==> config.mk <==
export PLATFORM = sky130hd
export DESIGN_NAME = tx_packet_scheduler
export DESIGN_NICKNAME = d
export VERILOG_FILES = /design/src/rtl/tx_sched_pkg.sv /design/src/rtl/desc_fifo.sv /design/src/rtl/tx_packet_scheduler.sv
export SDC_FILE = /design/constraint.sdc
export NUM_CORES = 1
export LEC_CHECK = 0
export CORE_ASPECT_RATIO = 0.7
export CORE_UTILIZATION = 45
export CTS_CLUSTER_DIAMETER = 40
export DETAILED_ROUTE_END_ITERATION = 7
export PLACE_DENSITY_LB_ADDON = 0.05
export SETUP_SLACK_MARGIN = 0.15
export SKIP_LAST_GASP = 1
export SLEW_MARGIN = 5
export SYNTH_ARGS = -nofsm -noshare
export SYNTH_HDL_FRONTEND = slang
export SYNTH_SLANG_ARGS = --single-unit
==> constraint.sdc <==
create_clock -name clk_original -period 5.9 [get_ports clk_original]
set_clock_uncertainty 0.15 [all_clocks]
set_input_delay 1.475 -clock clk_original [delete_from_list [all_inputs] [get_ports clk_original]]
set_output_delay 1.475 -clock clk_original [all_outputs]
set_load 0.1 [all_outputs]
==> src/rtl/tx_sched_pkg.sv <==
// Shared types and widths for the DDR packet transmit scheduler.
package tx_sched_pkg;
    localparam int DDR_ADDR_W = 25;

    typedef enum logic [2:0] {IDLE, LOAD, CMD_HI, WAIT, GAP} sched_state_t;
endpackage

==> src/rtl/desc_fifo.sv <==
// Register-array FIFO holding packet descriptors (DDR start addresses).
module desc_fifo #(
    parameter int DEPTH = 16,
    parameter int WIDTH = 25
) (
    input  logic                     clk_original,
    input  logic                     rst,
    input  logic                     push,
    input  logic                     pop,
    input  logic [WIDTH-1:0]         din,
    output logic [WIDTH-1:0]         dout,
    output logic                     full,
    output logic                     empty,
    output logic [$clog2(DEPTH):0]   count
);
    localparam int PTR_W = $clog2(DEPTH);
    localparam int CNT_W = PTR_W + 1;

    logic [WIDTH-1:0] mem [DEPTH];
    logic [PTR_W-1:0] wr_ptr;
    logic [PTR_W-1:0] rd_ptr;
    logic             do_push;
    logic             do_pop;

    assign full    = (count == CNT_W'(DEPTH));
    assign empty   = (count == '0);
    assign do_push = push && !full;
    assign do_pop  = pop && !empty;
    assign dout    = mem[rd_ptr];

    always_ff @(posedge clk_original) begin
        if (do_push) begin
            mem[wr_ptr] <= din;
        end
    end

    // Pointers wrap naturally because DEPTH is a power of two.
    always_ff @(posedge clk_original or posedge rst) begin
        if (rst) begin
            wr_ptr <= '0;
            rd_ptr <= '0;
            count  <= '0;
        end else begin
            if (do_push) wr_ptr <= wr_ptr + 1'b1;
            if (do_pop)  rd_ptr <= rd_ptr + 1'b1;
            case ({do_push, do_pop})
                2'b10:   count <= count + 1'b1;
                2'b01:   count <= count - 1'b1;
                default: count <= count;
            endcase
        end
    end
endmodule

==> src/rtl/tx_packet_scheduler.sv <==
// Launches queued DDR packets toward the transmitter, tracks completion, gap and timeout.
//
// state  | meaning
// IDLE   | waiting for enable and a queued descriptor
// LOAD   | pop head descriptor into start_ram_addr
// CMD_HI | hold cmd_send high for CMD_PULSE cycles
// WAIT   | wait for eop handshake or timeout
// GAP    | enforce inter-packet idle time
module tx_packet_scheduler
    import tx_sched_pkg::*;
#(
    parameter int DEPTH     = 16,
    parameter int CMD_PULSE = 4,
    parameter int TIMEOUT   = 65535
) (
    input  logic                    clk_original,
    input  logic                    rst,
    input  logic                    enable,
    input  logic                    repeat_mode,
    input  logic [15:0]             gap_cycles,
    input  logic                    desc_wr,
    input  logic [DDR_ADDR_W-1:0]   desc_addr,
    output logic                    desc_full,
    output logic [$clog2(DEPTH):0]  desc_count,
    output logic                    desc_drop,
    output logic                    cmd_send,
    output logic [DDR_ADDR_W-1:0]   start_ram_addr,
    input  logic                    tx_eop,
    input  logic                    tx_wren,
    input  logic                    tx_rdy,
    output logic                    busy,
    output logic                    pkt_done,
    output logic                    timeout_err,
    output logic [31:0]             sent_count
);
    localparam logic [15:0] PULSE_LD = 16'(CMD_PULSE - 1);
    localparam logic [15:0] TMO_LD   = 16'(TIMEOUT - 1);

    sched_state_t            state;
    sched_state_t            state_nxt;
    logic [15:0]             timer;
    logic [15:0]             timer_nxt;
    logic [15:0]             gap_load;
    logic                    complete;
    logic                    requeue;
    logic                    done_evt;
    logic                    tmo_evt;
    logic                    fifo_push;
    logic                    fifo_pop;
    logic                    fifo_empty;
    logic                    drop_nxt;
    logic [DDR_ADDR_W-1:0]   fifo_din;
    logic [DDR_ADDR_W-1:0]   fifo_dout;

    assign complete = tx_eop && tx_wren && tx_rdy;
    assign gap_load = (gap_cycles == 16'd0) ? 16'd0 : gap_cycles - 16'd1;
    assign cmd_send = (state == CMD_HI);
    assign busy     = (state != IDLE);

    // A completing descriptor in repeat mode owns the write port that cycle.
    assign fifo_push = requeue || (desc_wr && !desc_full);
    assign fifo_din  = requeue ? start_ram_addr : desc_addr;
    assign drop_nxt  = desc_wr && (requeue || desc_full);

    desc_fifo #(
        .DEPTH (DEPTH),
        .WIDTH (DDR_ADDR_W)
    ) u_desc_fifo (
        .clk_original (clk_original),
        .rst          (rst),
        .push         (fifo_push),
        .pop          (fifo_pop),
        .din          (fifo_din),
        .dout         (fifo_dout),
        .full         (desc_full),
        .empty        (fifo_empty),
        .count        (desc_count)
    );

    always_comb begin
        state_nxt = state;
        timer_nxt = timer;
        fifo_pop  = 1'b0;
        requeue   = 1'b0;
        done_evt  = 1'b0;
        tmo_evt   = 1'b0;
        case (state)
            IDLE: begin
                if (enable && !fifo_empty) state_nxt = LOAD;
            end
            LOAD: begin
                fifo_pop  = 1'b1;
                timer_nxt = PULSE_LD;
                state_nxt = CMD_HI;
            end
            CMD_HI: begin
                if (timer == 16'd0) begin
                    timer_nxt = TMO_LD;
                    state_nxt = WAIT;
                end else begin
                    timer_nxt = timer - 16'd1;
                end
            end
            WAIT: begin
                // Completion wins over a timeout landing in the same cycle.
                if (complete) begin
                    done_evt  = 1'b1;
                    requeue   = repeat_mode;
                    timer_nxt = gap_load;
                    state_nxt = GAP;
                end else if (timer == 16'd0) begin
                    tmo_evt   = 1'b1;
                    timer_nxt = gap_load;
                    state_nxt = GAP;
                end else begin
                    timer_nxt = timer - 16'd1;
                end
            end
            GAP: begin
                if (timer == 16'd0) begin
                    state_nxt = IDLE;
                end else begin
                    timer_nxt = timer - 16'd1;
                end
            end
            default: state_nxt = IDLE;
        endcase
    end

    always_ff @(posedge clk_original or posedge rst) begin
        if (rst) begin
            state          <= IDLE;
            timer          <= '0;
            start_ram_addr <= '0;
            pkt_done       <= 1'b0;
            timeout_err    <= 1'b0;
            desc_drop      <= 1'b0;
            sent_count     <= '0;
        end else begin
            state       <= state_nxt;
            timer       <= timer_nxt;
            pkt_done    <= done_evt;
            timeout_err <= tmo_evt;
            desc_drop   <= drop_nxt;
            if (fifo_pop) start_ram_addr <= fifo_dout;
            if (done_evt) sent_count <= sent_count + 32'd1;
        end
    end
endmodule

==> metrics, run 1 <==
syn nets ~1,200; drt wl/cell 24.0 µm; GR Overflow Total 0; Worst Max-Slew Pin Slew 1050 ps; largest stage delay on the critical path around 1100 ps; critical path's top delay family buffers and inverters; P per Cell Area 505 nW/µm²; CTS tree built; drt pass-1 iters 5; first-pass GRT wire length approximately 70 mm; unrepaired setup endpoints after global routing no; Netlist cell types 58; core area 44,000 µm²; Inst Count DP 1,797; Routability Congestion around 0.8; worst-skew pair later-pin latency 580 ps; Setup crit start kind register; via/cell ratio 5.71; Area Overhead vs Synth 19.3%; synth warn 0; Antenna Nets Post-Route 0; Pleak 8.23 nW; Final #Nets 1,321; PortBufs 116; Hold Vio Cnt, Final 0; Hold Path Class reg2reg; post-synthesis async set-or-reset flop share 18.7%; crit-path cells nor4_1 > nand2_1 > inv_1 > clkdlybuf4s50_1; EDFF count, synth 400; hpwl dp around 28 mm; CTS Sinks 492; setup repair bufs after CTS 0; Initial Util 45.9%; CTS buffer count 53; critical path type reg2out; area of the die 45,700 µm²; DRC violations left 0; Top FF cell, synth edfxtp_1; Worst Path Required 4280 ps; H-tree levels 2; Vias 10,800; DP Area 22,200 µm²; Yosys reg bits 492; CP Capture Type output pin; fmax roughly 0.22 GHz; standard-cell row count 64; Peak VDD IR 357 µV; hold buffers post-CTS 0; share of cells above drive strength 1 approximately 23%; initial antenna violation count 0; final non-filler cell total 1,896; Die X between 200 and 300 µm; Mean Syn Cell Area 18.2 µm²; Buf+Inv Stages, Crit Path 2; CTS resizes 0; Post-Syn Area 20,200 µm²; Detailed Route WL 45.4 mm; outcome finished clean; CTS root buffer clkbuf_16; Clock Pin Slew Worst Setup and Hold Paths ~60 ps; pin count of the biggest net entering global routing 71; number of global-route vias before repair 10,800; max cap viols 0; max_slew headroom 29.7%; power after layout approximately 12 mW; I/O Pins 117; FILL cells around 3,400; register area share after synthesis between 70% and 80%; Worst EP arrival 2860 ps; CP max stage cell clkdlybuf4s50_1; crit path time final roughly 4500 ps; number of diodes 0; Setup TNS 0 ps; Syn Inst Count 1,108; total global-route track usage 20.7%; crit-path max FO 5; final instance area around 24,000 µm²; Clock Path Buffers 3; DR iter-0 viols 992; Tcrit/Tclk final 76.1%; endpoints failing setup 0; Die Span Y 179 µm; Final Slew Violations 0
==> layout by cell type (no fill, tap or decap), types with 19 or more instances in the layout <==
| master | count |
|---|---|
| edfxtp_1 | 400 |
| clkdlybuf4s50_1 | 116 |
| mux4_2 | 107 |
| dfrtp_1 | 90 |
| nand2_1 | 59 |
| clkbuf_16 | 55 |
| mux2_2 | 44 |
| xnor2_1 | 44 |
| o21ai_0 | 35 |
| nor2_1 | 30 |
| buf_4 | 25 |
| xor2_1 | 20 |
| o221ai_1 | 19 |
==> worst reg2reg max path, stage by stage, from the launching register on <==
cell and delay [ps]:
dfrtp_1 510, nor2_1 210, nand2_2 600, a21oi_1 740, ha_1 380, ha_1 310, a21o_1 190, a21oi_1 180
xor2_1 170, nor2_1 70, xnor2_1 130
==> logic make-up (layout without fill, tap and decap cells) <==
| group | Yosys count | in the layout | synth area share, % |
|---|---|---|---|
| buffers and inverters | 63 | 257 | 1.36 |
| AOI/OAI and AO/OA | 109 | 109 | 3.74 |
| and+or+nand+nor | 197 | 197 | 4.95 |
| DFF | 492 | 492 | 71.0 |
| adders and majority gates | 14 | 14 | 0.906 |
| xor gates and xnor gates | 64 | 64 | 2.78 |
| muxes | 169 | 169 | 15.3 |
==> Yosys cell counts, types with 7 or more instances <==
cell type	number	area share (%)
a21oi_1	12	0.30
and3_1	7	0.22
buf_2	12	0.30
clkbuf_1	26	0.48
dfrtp_1	92	11
edfxtp_1	400	60
ha_1	13	0.81
inv_1	14	0.26
mux2_2	44	2.5
mux2i_1	18	0.89
mux4_2	107	12
nand2_1	61	1.1
nand2b_1	9	0.28
nand3_1	17	0.42
nand4_1	9	0.28
nor2_1	42	0.78
nor3_1	15	0.37
o211ai_1	8	0.30
o21ai_0	35	0.87
o221ai_1	19	0.83
xnor2_1	44	1.9
xor2_1	20	0.87
==> final timing paths <==
kind                                           start                   end  slack, ps  cells after the start
min in group asynchronous                        rst  u_desc_fifo.count[0]       1380                      2
worst min-delay path                  sent_count[31]        sent_count[31]        320                      1
worst max-delay path            u_desc_fifo.count[1]             desc_full       1410                      4
max in group asynchronous                        rst    start_ram_addr[12]       3290                      3
worst min register to register        sent_count[31]        sent_count[31]        320                      1
worst max register to register              state[2]  u_desc_fifo.count[4]       2170                     10
==> power breakdown <==
part	internal [mW]	switching (mW)
Combinational	1.54	2.41
Sequential	4.25	0.459
Clock	2.08	1.40
==> metrics by stage <==
step / setup WS [ps] / utilization, % / hold WS (ps)
finish: 1410 / 54.7 / 317
global route: 1160 / 54.7 / 359
CTS: 1340 / 54.7 / 324
detailed placement: 1300 / 50.5 / 314
global placement: 1310 / 50.5 / 311
floorplan: 788 / - / 314
==> cell type report <==
class / instances / area [µm²] / share of cell area [%]
Sequential cell: 492 / 14300 / 59.5
Timing Repair Buffer: 143 / 1390 / 5.77
Clock inverter: 36 / 432 / 1.79
Inverter: 15 / 58.8 / 0.244
Tap cell: 594 / 743 / 3.09
Multi-Input combinational cell: 553 / 5700 / 23.7
Clock buffer: 63 / 1420 / 5.89
==> state kept, by name (all words and copies together) (netlist names) <==
signal / flops
u_desc_fifo.mem: 400
sent_count: 32
start_ram_addr: 25
timer: 16
u_desc_fifo.count: 5
u_desc_fifo.rd_ptr: 4
u_desc_fifo.wr_ptr: 4
state: 3
desc_drop: 1
pkt_done: 1
timeout_err: 1
==> layer usage <==
layer | global-route usage, % | vias up | part of all wire, %
li1 | - | 4743 | -
met1 | 32.9 | 5668 | 50
met2 | 29.6 | 359 | 43
met3 | 3.86 | 63 | 6.0
met4 | 3.99 | 0 | 1.6
met5 | 0 | - | 0
Note: power is estimated with default switching activity, not from simulation.
==> run 2: changes to the inputs <==
==> constraint.sdc (replaced) <==
create_clock -name clk_original -period 4.39 [get_ports clk_original]
set_clock_uncertainty 0.15 [all_clocks]
set_input_delay 1.0975 -clock clk_original [delete_from_list [all_inputs] [get_ports clk_original]]
set_output_delay 1.0975 -clock clk_original [all_outputs]
set_load 0.1 [all_outputs]
==> metrics, run 2 (synthesis results as in run 1) <==
outcome finished clean; worst-skew pair later-pin latency 590 ps; critical path type reg2out; Most flops, register u_desc_fifo.mem; Clock Path Buffers 3; setup repair bufs after CTS 0; CTS resizes 0; crit-path max FO 12; sw frac 35.0%; Hold Path Class reg2reg; DR iter-0 viols 890; max reg flops 400; post-layout util 55.2%; Worst Path Required 3140 ps; Setup crit start kind register; Detailed Route WL 44.9 mm; PortBufs 116; hpwl dp 27.8 mm; Die Span Y 179 µm; number of global-route vias before repair 10,700; initial antenna violation count 0; via/cell ratio 5.54; number of diodes 0; met3 wire length 2.14 mm; CTS root buffer clkbuf_16; Antenna Nets Post-Route 0; DRC violations left 0; CP max stage cell clkdlybuf4s50_1; Vias 10,600; internal power 10.6 mW; Die X 255 µm; first-pass GRT wire length 68.3 mm; standard-cell row count between 60 and 70; clock group share of total power 28.3%; Multi-input gate area about 5700 µm²; Pleak roughly 8.3 nW; drt pass-1 iters 5; H-tree levels 2; Setup TNS 0 ps; Met2 Wirelength 19.8 mm; Post-Route M1 WL about 22 mm; share of cells above drive strength 1 24.2%; drt wl/cell 23.4 µm; GR Overflow Total 0; max cap viols 0; Final Slew Violations 0; max_slew headroom 32.3%; endpoints failing setup 0; P per Cell Area 672 nW/µm²; pin count of the biggest net entering global routing 67; Area Overhead vs Synth 20.2%; commonest non-fill, non-tap cell in the layout edfxtp_1; CTS tree built; Reg power frac 38.0%; Switch Pwr 5.70 mW; hold buffers post-CTS 0; Final #Nets 1,343; Initial Util 45.9%; I/O Pins 117; Hold Vio Cnt, Final 0; Worst Max-Slew Pin Slew 1010 ps; Peak VDD IR 337 µV; Logic pwr share 33.7%; FILL cells 3,416; crit path time final 3710 ps; Clock Pin Slew Worst Setup and Hold Paths about 60 ps; total global-route track usage 20.4%; crit-path cells or3_1 > clkdlybuf4s50_1; Worst EP arrival 2470 ps; largest stage delay on the critical path 1130 ps; most frequent cells in the layout edfxtp_1 (400), clkdlybuf4s50_1 (114), mux4_2 (107); DR top layer met4; Tcrit/Tclk final between 80% and 90%; biggest regs u_desc_fifo.mem: 400 flops, sent_count: 32 flops, start_ram_addr: 25 flops; CTS Sinks between 400 and 500; core area 44,000 µm²; CTS buffer count 54; register area 14,300 µm²; area of the die 45,700 µm²; fmax between 0.2 and 0.3 GHz; CP Capture Type output pin; Routability Congestion 0.798; unrepaired setup endpoints after global routing no
-- run 2: power by group through the flow --
stage	logic (mW)	clock network [mW]	registers [mW]
2_1_floorplan	3.12	0	7.11
3_3_place_gp	5.54	0	6.29
3_5_place_dp	5.56	0	6.30
4_1_cts	5.57	4.70	6.21
5_1_grt	5.87	4.90	6.29
6_report	5.50	4.61	6.20
-- run 2: layer usage --
layer | vias to the layer above | GRT usage, %
met1 | 5568 | 31.9
li1 | 4781 | -
met4 | 0 | 3.84
met3 | 49 | 3.47
met5 | - | 0
met2 | 242 | 29.9
-- run 2: area by class of cell --
| cell class | count | area share, % |
|---|---|---|
| Clock inverter | 31 | 1.59 |
| Clock buffer | 70 | 5.95 |
| Multi-Input combinational cell | 553 | 23.6 |
| Timing Repair Buffer | 164 | 6.51 |
| Sequential cell | 492 | 59.0 |
| Inverter | 15 | 0.242 |
| Tap cell | 594 | 3.06 |
-- run 2: final timing paths --
kind / from / endpoint / slack [ps] / cells past startpoint
setup / recovery: state[2] / busy / 680 / 2
hold / removal: sent_count[31] / sent_count[31] / 320 / 1
setup reg to reg: state[2] / u_desc_fifo.mem[3][21] / 1190 / 8
hold reg to reg: sent_count[31] / sent_count[31] / 320 / 1
max in group asynchronous: rst / start_ram_addr[4] / 2460 / 3
min in group asynchronous: rst / state[2] / 900 / 2
-- run 2: per-stage QoR --
stage                     setup WS [ps]  total power, mW  hold WS (ps)  std cells  instance area, µm²
after detailed placement            366             11.9           327       1818               22400
final                               677             16.3           321       1919               24300
after global placement              435             11.8           313       1818               22400
after CTS                           648             16.5           335       1919               24300
after floorplan                     202             10.2           314       1108               20200
after global routing                594             17.1           355       1919               24300
-- run 2: critical path, delay by kind of cell, from the launching register on --
| kind | cells | cell delay [ps] |
|---|---|---|
| and+or+nand+nor | 1 | 180 |
| DFF | 1 | 590 |
| buffers and inverters | 1 | 1130 |
==> run 3: changes to the inputs <==
==> constraint.sdc (replaced) <==
create_clock -name clk_original -period 3.2 [get_ports clk_original]
set_clock_uncertainty 0.15 [all_clocks]
set_input_delay 0.8 -clock clk_original [delete_from_list [all_inputs] [get_ports clk_original]]
set_output_delay 0.8 -clock clk_original [all_outputs]
set_load 0.1 [all_outputs]
==> metrics, run 3 (synthesis results as in run 1) <==
Setup crit start kind register; hpwl dp 29.0 mm; fmax 0.338 GHz; Tcrit/Tclk final 92.4%; Detailed Route WL roughly 47 mm; total global-route track usage 21.3%; Die X 255 µm; Reg power frac 37.4%; FILL cells 3,380; Most flops, register u_desc_fifo.mem; Worst Max-Slew Pin Slew about 790 ps; Clock Path Buffers 3; commonest non-fill, non-tap cell in the layout edfxtp_1; Worst EP arrival ~3300 ps; clock group share of total power 28.1%; via/cell ratio 5.59; standard-cell row count 64; CP Capture Type register; Inst Count DP ~1,900; Clock Pin Slew Worst Setup and Hold Paths ~60 ps; share of cells above drive strength 1 approximately a third; setup repair bufs after CTS 0; endpoints failing setup 0; max cap viols 0; Final Slew Violations 0; Final #Nets 1,392; H-tree levels 2; DR iter-0 viols 746; Routability Congestion ~0.8; Peak VDD IR 469 µV; initial antenna violation count 0; power after layout 23.0 mW; CTS buffer count 54; Hold Slack 320 ps; final non-filler cell total 1,968; first-pass GRT wire length 70.8 mm; P per Cell Area 921 nW/µm²; internal power 14.8 mW; pin count of the biggest net entering global routing 47; Antenna Nets Post-Route 0; core area 44,000 µm²; GR Overflow Total 0; unrepaired setup endpoints after global routing no; sw frac 35.3%; Initial Util 45.9%; Logic pwr share 34.5%; Worst Path Required 3500 ps; outcome finished clean; PnR worst setup slack 242 ps; CTS tree built; max reg flops 400; biggest regs u_desc_fifo.mem: 400 flops, sent_count: 32 flops, start_ram_addr: 25 flops; worst-skew pair later-pin latency 580 ps; post-layout util 56.7%; most frequent cells in the layout edfxtp_1 (400), buf_4 (133), mux4_2 (107); CTS root buffer clkbuf_16; Switch Pwr approximately 8 mW; CTS Sinks 492; I/O Pins 117; DRC violations left 0; critical path type reg2reg; Vias 11,000; crit path time final between 2000 and 3000 ps; hold buffers post-CTS 0; Hold Vio Cnt, Final 0; Setup TNS 0 ps; number of global-route vias before repair around 11,000; Pleak 8.78 nW; max_slew headroom a little under half; final instance area between 20,000 and 25,000 µm²; hold depth 1; number of diodes 0; post-placement setup slack -159 ps; area of the die 45,700 µm²; R2R depth 8; drt pass-1 iters 4; DP Area 23,000 µm²; PortBufs 116; Die Span Y approximately 180 µm; CTS resizes 0; Hold Path Class reg2reg; Area Overhead vs Synth 23.6%; drt wl/cell 24.0 µm; crit-path max FO 9
-- run 3: cell count changes in the layout (fill, tap and decap cells not counted), sizes merged --
cell	before	now
buf	50	165
clkdlybuf4s50	114	48
clkbuf	70	63
clkinv	13	18
clkinvlp	6	9
bufinv	7	5
inv	20	21
-- run 3: final timing paths --
path                           startpoint                   end  slack [ps]
max                              timer[0]              timer[7]         240
min                        sent_count[31]        sent_count[31]         320
max reg2reg                      timer[0]              timer[7]         240
min reg2reg                sent_count[31]        sent_count[31]         320
max in group asynchronous             rst  u_desc_fifo.count[3]        1840
min in group asynchronous             rst         sent_count[2]         470
-- run 3: layout make-up --
class / instances / area, µm² / share of cell area (%)
flip-flops and latches: 492 / 14300 / 57.5
multi-input cells: 553 / 5770 / 23.2
repair buffers: 213 / 2120 / 8.50
clock buffers: 63 / 1480 / 5.93
well taps: 594 / 743 / 2.98
clock inverters: 38 / 418 / 1.68
inverters: 15 / 63.8 / 0.256
-- run 3: routing by layer --
metal	global-route usage (%)	wire, µm	share of wire [%]	vias to the layer above
met4	4.32	637	1.3	0
met3	3.57	2220	4.7	55
met2	31.6	21300	45	249
met1	33.0	23100	49	5813
li1	-	-	-	4885
met5	0	0	0	-
-- run 3: worst max-delay path, cell delays in order (launching register included) --
cell	delay, ps
dfrtp_1	390
inv_1	100
ha_1	180
or3b_1	470
or4_4	620
o211ai_2	260
o21ai_1	320
a21oi_1	240
o21ai_1	80
-- run 3: power groups by stage --
stage,registers [mW],clock network [mW],logic [mW]
floorplan,9.76,0,4.42
global placement,8.71,0,7.96
detailed placement,8.74,0,7.98
CTS,8.61,6.61,8.00
global route,8.70,6.86,8.43
finish,8.59,6.46,7.91
